[config.mk]
export PLATFORM = sky130hd
export DESIGN_NAME = branch_predictor
export DESIGN_NICKNAME = d
export VERILOG_FILES = /design/src/rtl/bp_pkg.sv /design/src/rtl/bp_stats.sv /design/src/rtl/branch_predictor.sv
export SDC_FILE = /design/constraint.sdc
export NUM_CORES = 2
export LEC_CHECK = 0
export ABC_CLOCK_PERIOD_IN_PS = 27600
export CAP_MARGIN = 25
export CORE_ASPECT_RATIO = 0.5
export CORE_MARGIN = 2
export CORE_UTILIZATION = 50
export CTS_CLUSTER_SIZE = 12
export DETAILED_ROUTE_END_ITERATION = 7
export PLACE_DENSITY = 0.78
export SETUP_SLACK_MARGIN = 0.02
export SKIP_CTS_REPAIR_TIMING = 1
export SLEW_MARGIN = 0
export SYNTH_ARGS = -nofsm -noshare
export SYNTH_HDL_FRONTEND = slang
export SYNTH_SLANG_ARGS = --single-unit
[constraint.sdc]
create_clock -name clk -period 27.6 [get_ports clk]
set_clock_uncertainty 0.1 [all_clocks]
set_input_delay 4.14 -clock clk [delete_from_list [all_inputs] [get_ports clk]]
set_output_delay 4.14 -clock clk [all_outputs]
set_load 0.01 [all_outputs]
[src/rtl/bp_pkg.sv]
// Shared definitions for the gshare branch predictor: default history width,
// the 2-bit saturating counter type, its named states and the saturating
// update function.
package bp_pkg;

  localparam int unsigned HIST_W_DEF = 8;

  typedef logic [1:0] ctr_t;

  localparam ctr_t SNT = 2'd0;  // strongly not-taken
  localparam ctr_t WNT = 2'd1;  // weakly not-taken
  localparam ctr_t WT  = 2'd2;  // weakly taken
  localparam ctr_t ST  = 2'd3;  // strongly taken

  // Saturating update: taken counts up to ST, not-taken counts down to SNT.
  function automatic ctr_t ctr_next(ctr_t c, logic taken);
    ctr_t r;
    r = c;
    if (taken) begin
      if (c != ST) r = c + 2'd1;
    end else begin
      if (c != SNT) r = c - 2'd1;
    end
    return r;
  endfunction

endpackage

[src/rtl/bp_stats.sv]
// Resolved-branch statistics for the branch predictor.
// Ports:
//   clk, rst            - clock, asynchronous active-high reset
//   update_valid        - one resolved branch this cycle
//   update_mispredict   - that branch was mispredicted
//   stat_branches       - resolved branch count (wraps modulo 2^32)
//   stat_misses         - misprediction count (wraps modulo 2^32)
module bp_stats (
  input  logic        clk,
  input  logic        rst,
  input  logic        update_valid,
  input  logic        update_mispredict,
  output logic [31:0] stat_branches,
  output logic [31:0] stat_misses
);

  logic [31:0] branches_q, branches_d;
  logic [31:0] misses_q,   misses_d;

  always_comb begin
    branches_d = branches_q;
    misses_d   = misses_q;
    if (update_valid) begin
      branches_d = branches_q + 32'd1;
      if (update_mispredict) misses_d = misses_q + 32'd1;
    end
  end

  always_ff @(posedge clk or posedge rst) begin
    if (rst) begin
      branches_q <= '0;
      misses_q   <= '0;
    end else begin
      branches_q <= branches_d;
      misses_q   <= misses_d;
    end
  end

  assign stat_branches = branches_q;
  assign stat_misses   = misses_q;

endmodule

[src/rtl/branch_predictor.sv]
// Gshare direction predictor for the fetch stage.
// The lookup index is lookup_pc[HIST_W+1:2] ^ ghr (combinational); the
// prediction for that index is registered and appears one cycle later.
// Execute trains the 2-bit counter table and shifts the non-speculative
// global history with each resolved branch.
// Ports:
//   clk, rst               - clock, asynchronous active-high reset
//   lookup_pc              - fetch instruction-memory read address
//   pc_xor_global_history  - lookup index (combinational)
//   prediction             - taken prediction for last cycle's lookup
//   update_valid/index/taken/mispredict - resolved branch from execute
//   stat_branches/misses   - statistics counters
// Configuration: define BP_STATS_EN to build the statistics counters;
// otherwise the stat outputs are tied to zero.
module branch_predictor
  import bp_pkg::*;
#(
  parameter int unsigned HIST_W   = HIST_W_DEF,
  parameter ctr_t        CTR_INIT = WNT
) (
  input  logic              clk,
  input  logic              rst,
  input  logic [31:0]       lookup_pc,
  output logic [HIST_W-1:0] pc_xor_global_history,
  output logic              prediction,
  input  logic              update_valid,
  input  logic [HIST_W-1:0] update_index,
  input  logic              update_taken,
  input  logic              update_mispredict,
  output logic [31:0]       stat_branches,
  output logic [31:0]       stat_misses
);

  localparam int unsigned DEPTH = 1 << HIST_W;

  logic [HIST_W-1:0] ghr_q, ghr_d;
  logic [HIST_W-1:0] idx_q, idx_d;
  logic              pred_q, pred_d;
  ctr_t              ctr_q [DEPTH];
  ctr_t              ctr_d [DEPTH];
  logic [HIST_W-1:0] lookup_idx;

  assign lookup_idx            = lookup_pc[HIST_W+1:2] ^ ghr_q;
  assign pc_xor_global_history = lookup_idx;
  assign prediction            = pred_q;

  always_comb begin
    ctr_d = ctr_q;
    ghr_d = ghr_q;
    if (update_valid) begin
      ctr_d[update_index] = ctr_next(ctr_q[update_index], update_taken);
      ghr_d               = {ghr_q[HIST_W-2:0], update_taken};
    end
    idx_d  = lookup_idx;
    // Reading the post-update table gives the same-cycle write bypass.
    pred_d = ctr_d[lookup_idx][1];
  end

  always_ff @(posedge clk or posedge rst) begin
    if (rst) begin
      ghr_q  <= '0;
      idx_q  <= '0;
      pred_q <= 1'b0;
      for (int unsigned i = 0; i < DEPTH; i++) ctr_q[i] <= CTR_INIT;
    end else begin
      ghr_q  <= ghr_d;
      idx_q  <= idx_d;
      pred_q <= pred_d;
      for (int unsigned i = 0; i < DEPTH; i++) ctr_q[i] <= ctr_d[i];
    end
  end

`ifdef BP_STATS_EN
  bp_stats u_stats (
    .clk              (clk),
    .rst              (rst),
    .update_valid     (update_valid),
    .update_mispredict(update_mispredict),
    .stat_branches    (stat_branches),
    .stat_misses      (stat_misses)
  );
`else
  assign stat_branches = '0;
  assign stat_misses   = '0;
`endif

  // idx_q is carried state with no consumer inside this block; the other
  // bits are address bits outside the hash.
  logic unused_bits;
  assign unused_bits = ^{lookup_pc[31:HIST_W+2], lookup_pc[1:0], idx_q,
                         update_mispredict};

endmodule

==> run_results.csv <==
group,metric,value,unit
status,status,"completed",
synth,synth_cells,2900,
place,place_ws,15.63,ns
synth,synth_xor_xnor_area_share,0.299,%
floorplan,coreArea,57600,um2
synth,ys_ff_latch,521,
cells_and_area,finalNonFillerCells,3650,
synth,synthTopCellsByArea,"dfstp_2 23%, dfrtp_1 23%, mux2_2 10%",
floorplan,num_rows,62,
worst_setup_path,cpMostUsedCell,"buf_4",
detailed_routing,route.detailed.drc,0,
worst_setup_path,max_stage_delay,0.81,ns
synth,synthAdderAreaFrac,0.0726,%
clock_network,clk_pin_slew,0.06,ns
timing,rsz0062_at_grt,"false",
clock_network,root_buffer,"clkbuf_16",
timing,tightest_slew,1.12,ns
global_route,use_met2,47.1,%
floorplan,die_h,175,um
detailed_routing,viasPerCell,6.77,
global_route,grt_pass1_vias,24000,
clock_network,cts_buffers,51,
cells_and_area,drive_above_1_share,27.2,%
global_route,grt_use_met3,12.5,%
min_path,hold_class,"reg -> reg",
place,portBuffers,28,
timing,slew_headroom,25.1,%
clock_network,clock_latency,0.60,ns
worst_setup_path,cp-start-kind,"input port",
synth,yosysTopAreaCellShare,23.0,%
power,p_per_area,61.7,nW/um2
synth,synthMuxAreaShare,20.6,%
worst_setup_path,cp.required,27.94,ns
floorplan,die_area,60700,um2
clock_network,cts_max_level,2,
synth,synth_ff_type,"dfrtp_1",
clock_network,cts_tree,"done",
timing,setup_viol_count_final,0,
cells_and_area,area_growth_syn_to_layout,7.29,%
power,ir_worst_vdd,45.3,uV
cells_and_area,final_nets,2882,
floorplan,ios,118,
cells_and_area,fin_area,31400,um2
place,dpl_cell_area,29800,um2
synth,async_reset_ff_share,100,%
worst_setup_path,cp_max_fo,88,
detailed_routing,drt_iter0_markers,3457,
synth,synth-simple-area-share,13.5,%
floorplan,die_w,346,um
clock_network,clock_sinks,521,
worst_setup_path,cp_slowest_cell,"buf_4",
worst_setup_path,path_class,"in -> reg",
timing,setup_tns,0,ns
global_route,busiest_layer,"met2",
synth,synth_compound_gate_area_share,14.1,%
detailed_routing,ant_nets,0,
synth,yosysSeqAreaShare,45.6,%
global_route,grt_util_all_layers,33.2,%
synth,yosys_warnings,0,
synth,yosysTopAreaCell,"dfstp_2",
clock_network,ctsLongestPathBuffers,3,
place,placed_cells,3549,
timing,slew_violations,0,
global_route,grt_antenna_before_repair,2,
synth,synthDistinctLibCells,74,
global_route,grt-ovfl-total,0,
worst_setup_path,critPathCaptureType,"register",
global_route,grt_pass1_wl,152000,um
floorplan,start_util,50.8,%
synth,syn_area,29300,um2
synth,synth.most_common_cell,"nand2_1",
detailed_routing,detail_route.wl_per_cell,27.8,um
timing,period_needed,11.74,ns
worst_setup_path,crit_chain,"buf_4 > buf_4 > buf_4 > mux4_2 > a22o_1 > a221oi_1 > o22ai_1 > nor4_1 > mux2_1 > maj3_4 > buf_4 > buf_4 > a22oi_1 > a311oi_1 > o21ai_0 > o31a_1 > a211oi_1 > nor4_1",
timing,hold_viol,0,
global_route,met1_usage,44.6,%
synth,synth.avg_cell_area,10.1,um2
place,hpwl,66400,um
timing,layout_setup_ws,15.86,ns
flow_run,maxCapViolCount,0,
synth,synth-edff-count,0,
detailed_routing,drt-total-wl,102000,um
global_route,grt_max_degree,124,
detailed_routing,firstDrtPassIters,8,
synth,synth_top_family_by_area,"multiplexers",
synth,ys_top_cells_by_count,"539 x nand2_1, 267 x mux2_2, 265 x dfrtp_1, 256 x dfstp_2, 216 x o21ai_0",
worst_setup_path,arrival,12.08,ns
detailed_routing,vias,24700,
power,leakagePower,12.5,nW
timing,finalCritPeriodShare,42.5,%
place,gp_congestion,1.03,
timing,fmax,85.2,MHz
[metal layers]
metal | vias to the layer above | wire length, um
met5 | - | 98
met4 | 4 | 5770
met3 | 442 | 15100
met2 | 1898 | 41700
met1 | 12100 | 38800
li1 | 10300 | -
[worst paths after layout]
kind	from	to	slack [ns]	cells after the start
max in group asynchronous	rst	ctr_q[231]	21.13	4
setup / recovery	update_index[1]	prediction	15.86	18
min in group asynchronous	rst	ctr_q[405]	3.97	2
setup reg to reg	register	prediction	20.67	15
hold reg to reg	register	register	0.37	2
hold / removal	register	register	0.37	2
[layout by cell type (no fill, tap or decap), drive strengths merged, types with 19 or more instances in the layout]
cell type and instances:
dfstp 256, nand3 63, a22oi 71, clkbuf 90, buf 79, a221oi 52, o21ai 232, nor2 207
mux2i 116, conb 64, dfrtp 265, a21oi 128, clkdlybuf4s50 26, nand2 539, and3 19, and2 22
nor3 30, mux4 82, mux2 268, a31oi 45
[through the flow]
| step | utilization [%] | power (mW) | hold WS [ns] |
|---|---|---|---|
| 3_5_place_dp | 51.8 | 1.25 | 0.357 |
| 5_1_grt | 54.5 | 1.99 | 0.386 |
| 3_3_place_gp | 51.7 | 1.24 | 0.353 |
| 6_report | 54.6 | 1.94 | 0.367 |
| 4_1_cts | 54.4 | 1.91 | 0.371 |
| 2_1_floorplan | - | 1.10 | 0.339 |
[power breakdown]
| part | switching, mW | leakage, nW | total [mW] | internal (mW) |
|---|---|---|---|---|
| Clock | 0.309 | 0.738 | 0.674 | 0.365 |
| Sequential | 0.0292 | 6.27 | 0.861 | 0.832 |
| Combinational | 0.287 | 5.51 | 0.405 | 0.118 |
[final cells by class]
| cell class | instances | area (um2) |
|---|---|---|
| repair buffers | 105 | 955 |
| diodes | 3 | 7.51 |
| flip-flops and latches | 521 | 13400 |
| well taps | 768 | 961 |
| fillers | 4832 | 26200 |
| clock inverters | 5 | 40.0 |
| clock buffers | 90 | 1490 |
| inverters | 15 | 63.8 |
| multi-input cells | 2143 | 14600 |
[critical path, delay by kind of cell]
family,cells,cell delay [ns]
multiplexers,2,0.73
AO/OA/AOI/OAI,8,2.63
buffers and inverters,5,3.23
AND/OR/NAND/NOR,2,0.54
adder cells (fa/ha/maj),1,0.60
[cells by family (layout without fill, tap and decap cells)]
family	Yosys count	in the layout
DFF	521	521
xor gates and xnor gates	10	10
muxes	466	466
buffers and inverters	299	215
other	1	67
adders and majority gates	2	2
AOI/OAI and AO/OA	653	653
and+or+nand+nor	948	948
No activity file was read; power rests on OpenSTA's default activity.
